--- src/rtl/nibble_serial_adder_ctrl_pkg.sv ---
// ---------------------------------------------------------------------------
// nibble_serial_adder_ctrl_pkg
// Definitions shared by the nibble-serial adder controller and its slice:
//   - state_t   : controller state encoding (IDLE, RUN, DONE)
//   - NIBBLE_W  : width of the shared adder slice (4 bits)
//   - idx_w()   : width of the nibble index register for N nibble steps
// ---------------------------------------------------------------------------
package nibble_serial_adder_ctrl_pkg;

    typedef enum logic [1:0] {
        ST_IDLE = 2'd0,
        ST_RUN  = 2'd1,
        ST_DONE = 2'd2
    } state_t;

    localparam int NIBBLE_W = 4;

    // clog2(n), but never narrower than one bit so a single-nibble
    // configuration still has a legal index register.
    function automatic int idx_w(input int n);
        return (n <= 1) ? 1 : $clog2(n);
    endfunction

endpackage

--- src/rtl/nibble_serial_adder_ctrl_slice.sv ---
// ---------------------------------------------------------------------------
// nibble_adder_slice
// Combinational 4-bit ripple-carry adder built from full-adder cells.
// Ports:
//   a[3:0], b[3:0] : addends
//   cin            : carry in to bit 0
//   sum[3:0]       : sum bits
//   cout           : carry out of bit 3
// ---------------------------------------------------------------------------
module nibble_adder_slice
    import nibble_serial_adder_ctrl_pkg::*;
(
    input  logic [NIBBLE_W-1:0] a,
    input  logic [NIBBLE_W-1:0] b,
    input  logic                cin,
    output logic [NIBBLE_W-1:0] sum,
    output logic                cout
);

    logic [NIBBLE_W:0] w_carry;

    assign w_carry[0] = cin;

    for (genvar gi = 0; gi < NIBBLE_W; gi++) begin : g_fa
        logic w_p;
        assign w_p            = a[gi] ^ b[gi];
        assign sum[gi]        = w_p ^ w_carry[gi];
        assign w_carry[gi+1]  = (a[gi] & b[gi]) | (w_p & w_carry[gi]);
    end

    assign cout = w_carry[NIBBLE_W];

endmodule

--- src/rtl/nibble_serial_adder_ctrl.sv ---
// ---------------------------------------------------------------------------
// nibble_serial_adder_ctrl
// Adds two WIDTH-bit operands through one shared 4-bit ripple-carry slice,
// one nibble per clock, LS nibble first, with a start/busy/done handshake.
// Optional macro: SERIAL_ADDER_SUB_EN -- when defined, sub=1 computes A-B
// (inverted B nibbles, initial carry 1); when undefined sub is ignored.
// Ports:
//   clk   : clock, rising edge
//   rst   : synchronous active-high reset
//   start : request, accepted only in IDLE/DONE
//   sub   : 0 = add, 1 = subtract (sampled with start)
//   a, b  : WIDTH-bit operands, sampled on the accepting edge
//   busy  : high while nibbles are processed
//   done  : one-cycle pulse when sum/c_out are updated
//   sum   : result, held until next completion
//   c_out : carry out of bit WIDTH-1 (subtract: 1 = no borrow)
// WIDTH must be a multiple of 4 and at least 4.
// ---------------------------------------------------------------------------
module nibble_serial_adder_ctrl
    import nibble_serial_adder_ctrl_pkg::*;
#(
    parameter int WIDTH = 16
) (
    input  logic             clk,
    input  logic             rst,
    input  logic             start,
    input  logic             sub,
    input  logic [WIDTH-1:0] a,
    input  logic [WIDTH-1:0] b,
    output logic             busy,
    output logic             done,
    output logic [WIDTH-1:0] sum,
    output logic             c_out
);

    localparam int N  = WIDTH / NIBBLE_W;
    localparam int IW = idx_w(N);

    state_t            r_state;
    state_t            w_state_next;
    logic [IW-1:0]     r_idx;
    logic              r_carry;
    logic [WIDTH-1:0]  r_a_sh;
    logic [WIDTH-1:0]  r_b_sh;
    logic [WIDTH-1:0]  r_res_sh;
    logic [WIDTH-1:0]  r_sum;
    logic              r_c_out;

    logic [NIBBLE_W-1:0] w_b_nib;
    logic [NIBBLE_W-1:0] w_slice_sum;
    logic                w_slice_cout;
    logic                w_cin0;
    logic                w_last;
    logic [WIDTH-1:0]    w_res_next;

`ifdef SERIAL_ADDER_SUB_EN
    logic r_sub;

    // Subtract as A + ~B + 1: invert every B nibble, seed carry with 1.
    assign w_b_nib = r_b_sh[NIBBLE_W-1:0] ^ {NIBBLE_W{r_sub}};
    assign w_cin0  = sub;

    always_ff @(posedge clk) begin
        if (rst) begin
            r_sub <= 1'b0;
        end else if (r_state != ST_RUN && start) begin
            r_sub <= sub;
        end
    end

    logic w_unused;
    assign w_unused = &{1'b0, r_res_sh[NIBBLE_W-1:0]};
`else
    assign w_b_nib = r_b_sh[NIBBLE_W-1:0];
    assign w_cin0  = 1'b0;

    logic w_unused;
    assign w_unused = &{1'b0, sub, r_res_sh[NIBBLE_W-1:0]};
`endif

    nibble_adder_slice u_slice (
        .a    (r_a_sh[NIBBLE_W-1:0]),
        .b    (w_b_nib),
        .cin  (r_carry),
        .sum  (w_slice_sum),
        .cout (w_slice_cout)
    );

    // Result register fills from the top, so after N steps the first
    // (least-significant) nibble has arrived at bit 0.
    if (N == 1) begin : g_res_single
        assign w_res_next = w_slice_sum;
    end else begin : g_res_multi
        assign w_res_next = {w_slice_sum, r_res_sh[WIDTH-1:NIBBLE_W]};
    end

    assign w_last = (r_idx == IW'(N - 1));

    // State register
    always_ff @(posedge clk) begin
        if (rst) begin
            r_state <= ST_IDLE;
        end else begin
            r_state <= w_state_next;
        end
    end

    // Next state and Moore outputs
    always_comb begin
        w_state_next = r_state;
        busy         = 1'b0;
        done         = 1'b0;
        case (r_state)
            ST_IDLE: begin
                w_state_next = start ? ST_RUN : ST_IDLE;
            end
            ST_RUN: begin
                busy = 1'b1;
                if (w_last) begin
                    w_state_next = ST_DONE;
                end
            end
            ST_DONE: begin
                done         = 1'b1;
                w_state_next = start ? ST_RUN : ST_IDLE;
            end
            default: begin
                w_state_next = ST_IDLE;
            end
        endcase
    end

    // Datapath: operand shift registers, carry, index and result
    always_ff @(posedge clk) begin
        if (rst) begin
            r_idx    <= '0;
            r_carry  <= 1'b0;
            r_a_sh   <= '0;
            r_b_sh   <= '0;
            r_res_sh <= '0;
            r_sum    <= '0;
            r_c_out  <= 1'b0;
        end else if (r_state == ST_RUN) begin
            r_a_sh   <= r_a_sh >> NIBBLE_W;
            r_b_sh   <= r_b_sh >> NIBBLE_W;
            r_res_sh <= w_res_next;
            r_carry  <= w_slice_cout;
            r_idx    <= r_idx + IW'(1);
            // Outputs only move on the completion edge.
            if (w_last) begin
                r_sum   <= w_res_next;
                r_c_out <= w_slice_cout;
            end
        end else if (start) begin
            r_a_sh  <= a;
            r_b_sh  <= b;
            r_idx   <= '0;
            r_carry <= w_cin0;
        end
    end

    assign sum   = r_sum;
    assign c_out = r_c_out;

endmodule
--- config.mk ---
export PLATFORM = sky130hd
export DESIGN_NAME = nibble_serial_adder_ctrl
export DESIGN_NICKNAME = d
export VERILOG_FILES = /design/src/rtl/nibble_serial_adder_ctrl_pkg.sv /design/src/rtl/nibble_serial_adder_ctrl_slice.sv /design/src/rtl/nibble_serial_adder_ctrl.sv
export SDC_FILE = /design/constraint.sdc
export NUM_CORES = 1
export LEC_CHECK = 0
export BUFFER_PORTS_ARGS = -buffer_cell sky130_fd_sc_hd__buf_4
export CAP_MARGIN = 20
export CORE_MARGIN = 2
export CORE_UTILIZATION = 45
export CTS_BUF_LIST = sky130_fd_sc_hd__clkbuf_16
export DETAILED_ROUTE_END_ITERATION = 12
export HOLD_SLACK_MARGIN = 0.02
export PLACE_DENSITY = 0.68
export SKIP_CTS_REPAIR_TIMING = 1
export SYNTH_ARGS = -nofsm -noshare
export SYNTH_HDL_FRONTEND = slang
export SYNTH_SLANG_ARGS = --single-unit
--- constraint.sdc ---
create_clock -name clk -period 2 [get_ports clk]
set_clock_uncertainty 0.1 [all_clocks]
set_input_delay 0.1 -clock clk [delete_from_list [all_inputs] [get_ports clk]]
set_output_delay 0.1 -clock clk [all_outputs]
set_load 0.01 [all_outputs]
==> qor.yml <==
critical_path:
  cp.arrival_ps: 2310
  cp_max_fo: 2
  criticalPathCategory: "reg2reg"
  crit_start: "r_carry$_SDFFE_PP0P_"
  crit_path_end_kind: "flip-flop"
  start_kind: "flip-flop"
  crit_required_ps: 2140
  reg2reg_from: "r_carry$_SDFFE_PP0P_"
layout:
  final_cell_mix: "dfxtp_1, buf_4, nand2_1"
  n_antenna_cell: 0
  layout-drive-gt1-share: 0.248
  layout_commonest_cell: "dfxtp_1"
  area_delta_synth_final_pct: 29.7
  layout.nets: 384
routing:
  avgViaCountPerCell: 5.02
  num_vias: 2102
  drc: 0
  totalWireLength_um: 5330
  post_drt_wl_per_cell_um: 12.7
  ant_nets: 0
  drt_iter0_drc: 89
  drt_first_pass_iters: 4
run_status:
  violations: "negative setup slack"
  status: "finished with violations"
yosys:
  synth_nets: 330
  synth_ff_type: "dfxtp_1"
  syn_inst: 289
  yosys_warnings: 0
  ys_seq_elements: 66
  synth_edf_count: 0
  synthArstFlopShare: 0
  ys_seq_area_frac: 0.500
  syn_area_mm2: 0.00264
  avgSynthCellArea_um2: 9.14
  synthDistinctLibCells: 20
floorplanning:
  pin_count: 55
  start_util: 0.474
  dieHeight_um: 80.6
  std_cell_rows: 27
  die_x_um: 80.6
  core_mm2: 0.00557
  die_area_mm2: 0.00650
cts:
  cts_tree: "yes"
  root_buffer: "clkbuf_16"
  cts_buffers: 9
  numClockSinks: 66
  htreeDepth: 3
  cts_buffer_depth: 2
  worstSkewPairLatency_ps: 320
  cts.clk_slew.worst_paths_ps: 50
timing:
  finalCritPeriodShare: 1.08
  hold_viol_final: 0
  finalSetupViolCount: 2
  maxSlewHeadroom: 0.616
  worstMarginPinSlew_ps: 575
  final-max-slew-violation-count: 0
  fin_crit_ps: 2170
  fmax_ghz: 0.461
  rsz0062_at_grt: "true"
  postLayoutSetupSlackWorst_ps: -167
global_route:
  gr-total-overflow: 0
  first_global_vias: 1927
  grt_pass1_wl_um: 8850
  antenna_found_initial: 0
  grt_max_degree: 53
  grt_usage: 0.179
place:
  dp_slack_ps: -186
  dp_hpwl_um: 3490
  place_congestion: 0.724
  port_buffers: 53
power:
  power_density_mw_per_mm2: 898
  p_leak_nw: 1.45
  p_total_mw: 3.08
  ir_worst_vdd_uv: 508
run:
  drv_cap: 0
min_path:
  hp-class: "in2reg"
  min-delay-start: "rst"
==> metal layers <==
layer,up-vias,part of all wire,track usage
li1,1090,-,-
met1,944,0.47,0.226
met2,58,0.45,0.269
met3,10,0.064,0.0618
met4,0,0.020,0.0949
met5,-,0,0
==> final timing paths <==
check	end	slack (ps)	cells past startpoint
worst max-delay path	sum[15]$_SDFFE_PP0P_	-170	8
worst min-delay path	r_state[1]$_SDFFE_PP0P_	30	2
worst max register to register	sum[15]$_SDFFE_PP0P_	-170	8
worst min register to register	sum[6]$_SDFFE_PP0P_	350	2
==> final cells by class <==
cell class	count	area, um^2
Fill cell	500	2150
Sequential cell	66	1330
Multi-Input combinational cell	192	1210
Timing Repair Buffer	65	520
Clock buffer	9	225
Tap cell	72	90.1
Inverter	9	33.8
Clock inverter	6	25.0
==> registers in the layout, indices dropped and copies added (netlist names) <==
| signal | count |
|---|---|
| r_a_sh | 16 |
| sum | 16 |
| r_res_sh | 12 |
| r_carry | 1 |
| r_b_sh | 16 |
| c_out | 1 |
| r_idx | 2 |
| r_state | 2 |
==> cells by family (layout without fill, tap and decap cells) <==
family | after synthesis | after routing | share of synthesized area
simple gates | 98 | 98 | 0.151
flops | 66 | 66 | 0.500
compound gates | 57 | 57 | 0.137
mux | 32 | 32 | 0.121
buf+inv | 31 | 89 | 0.0554
fa+ha+maj | 5 | 5 | 0.0351
==> where the power goes <==
| group | total, mW | switching (mW) | leakage, nW | internal, mW |
|---|---|---|---|---|
| combinational | 0.321 | 0.162 | 0.784 | 0.160 |
| sequential | 1.44 | 0.0463 | 0.541 | 1.39 |
| clock | 1.32 | 0.513 | 0.125 | 0.807 |
| total | 3.08 | 0.721 | 1.45 | 2.36 |
==> stage by stage <==
| stage | setup TNS, ps | instance area (um^2) | hold WS [ps] | utilization | std cells |
|---|---|---|---|---|---|
| 6_report | -300 | 3430 | 26.5 | 0.615 | 419 |
| 5_1_grt | -548 | 3430 | 29.3 | 0.615 | 419 |
| 4_1_cts | -558 | 3320 | -94.7 | 0.595 | 411 |
| 3_5_place_dp | -512 | 3070 | 243 | 0.550 | 396 |
| 3_3_place_gp | -361 | 3070 | 233 | 0.550 | 396 |
| 2_1_floorplan | -171 | 2650 | 147 | - | 289 |
==> synth_stat cells (2+ instances only) <==
master,count,area share
buf_2,9,0.017
fa_1,4,0.030
dfxtp_1,66,0.50
a21oi_1,27,0.051
mux2i_1,32,0.12
nand3b_1,3,0.0085
clkbuf_1,6,0.0085
nand2b_1,4,0.0095
nand2_1,49,0.070
inv_1,8,0.011
buf_1,2,0.0028
a211oi_1,29,0.082
buf_4,5,0.014
nor2_1,39,0.055
==> critical path, cell delays in order, from the launching register on <==
cell      delay, ps
dfxtp_2         310
inv_2            60
fa_2            200
inv_2            40
fa_2            330
fa_2            350
inv_2            60
fa_2            440
a211oi_2        210
(Power assumes the default switching activity.)
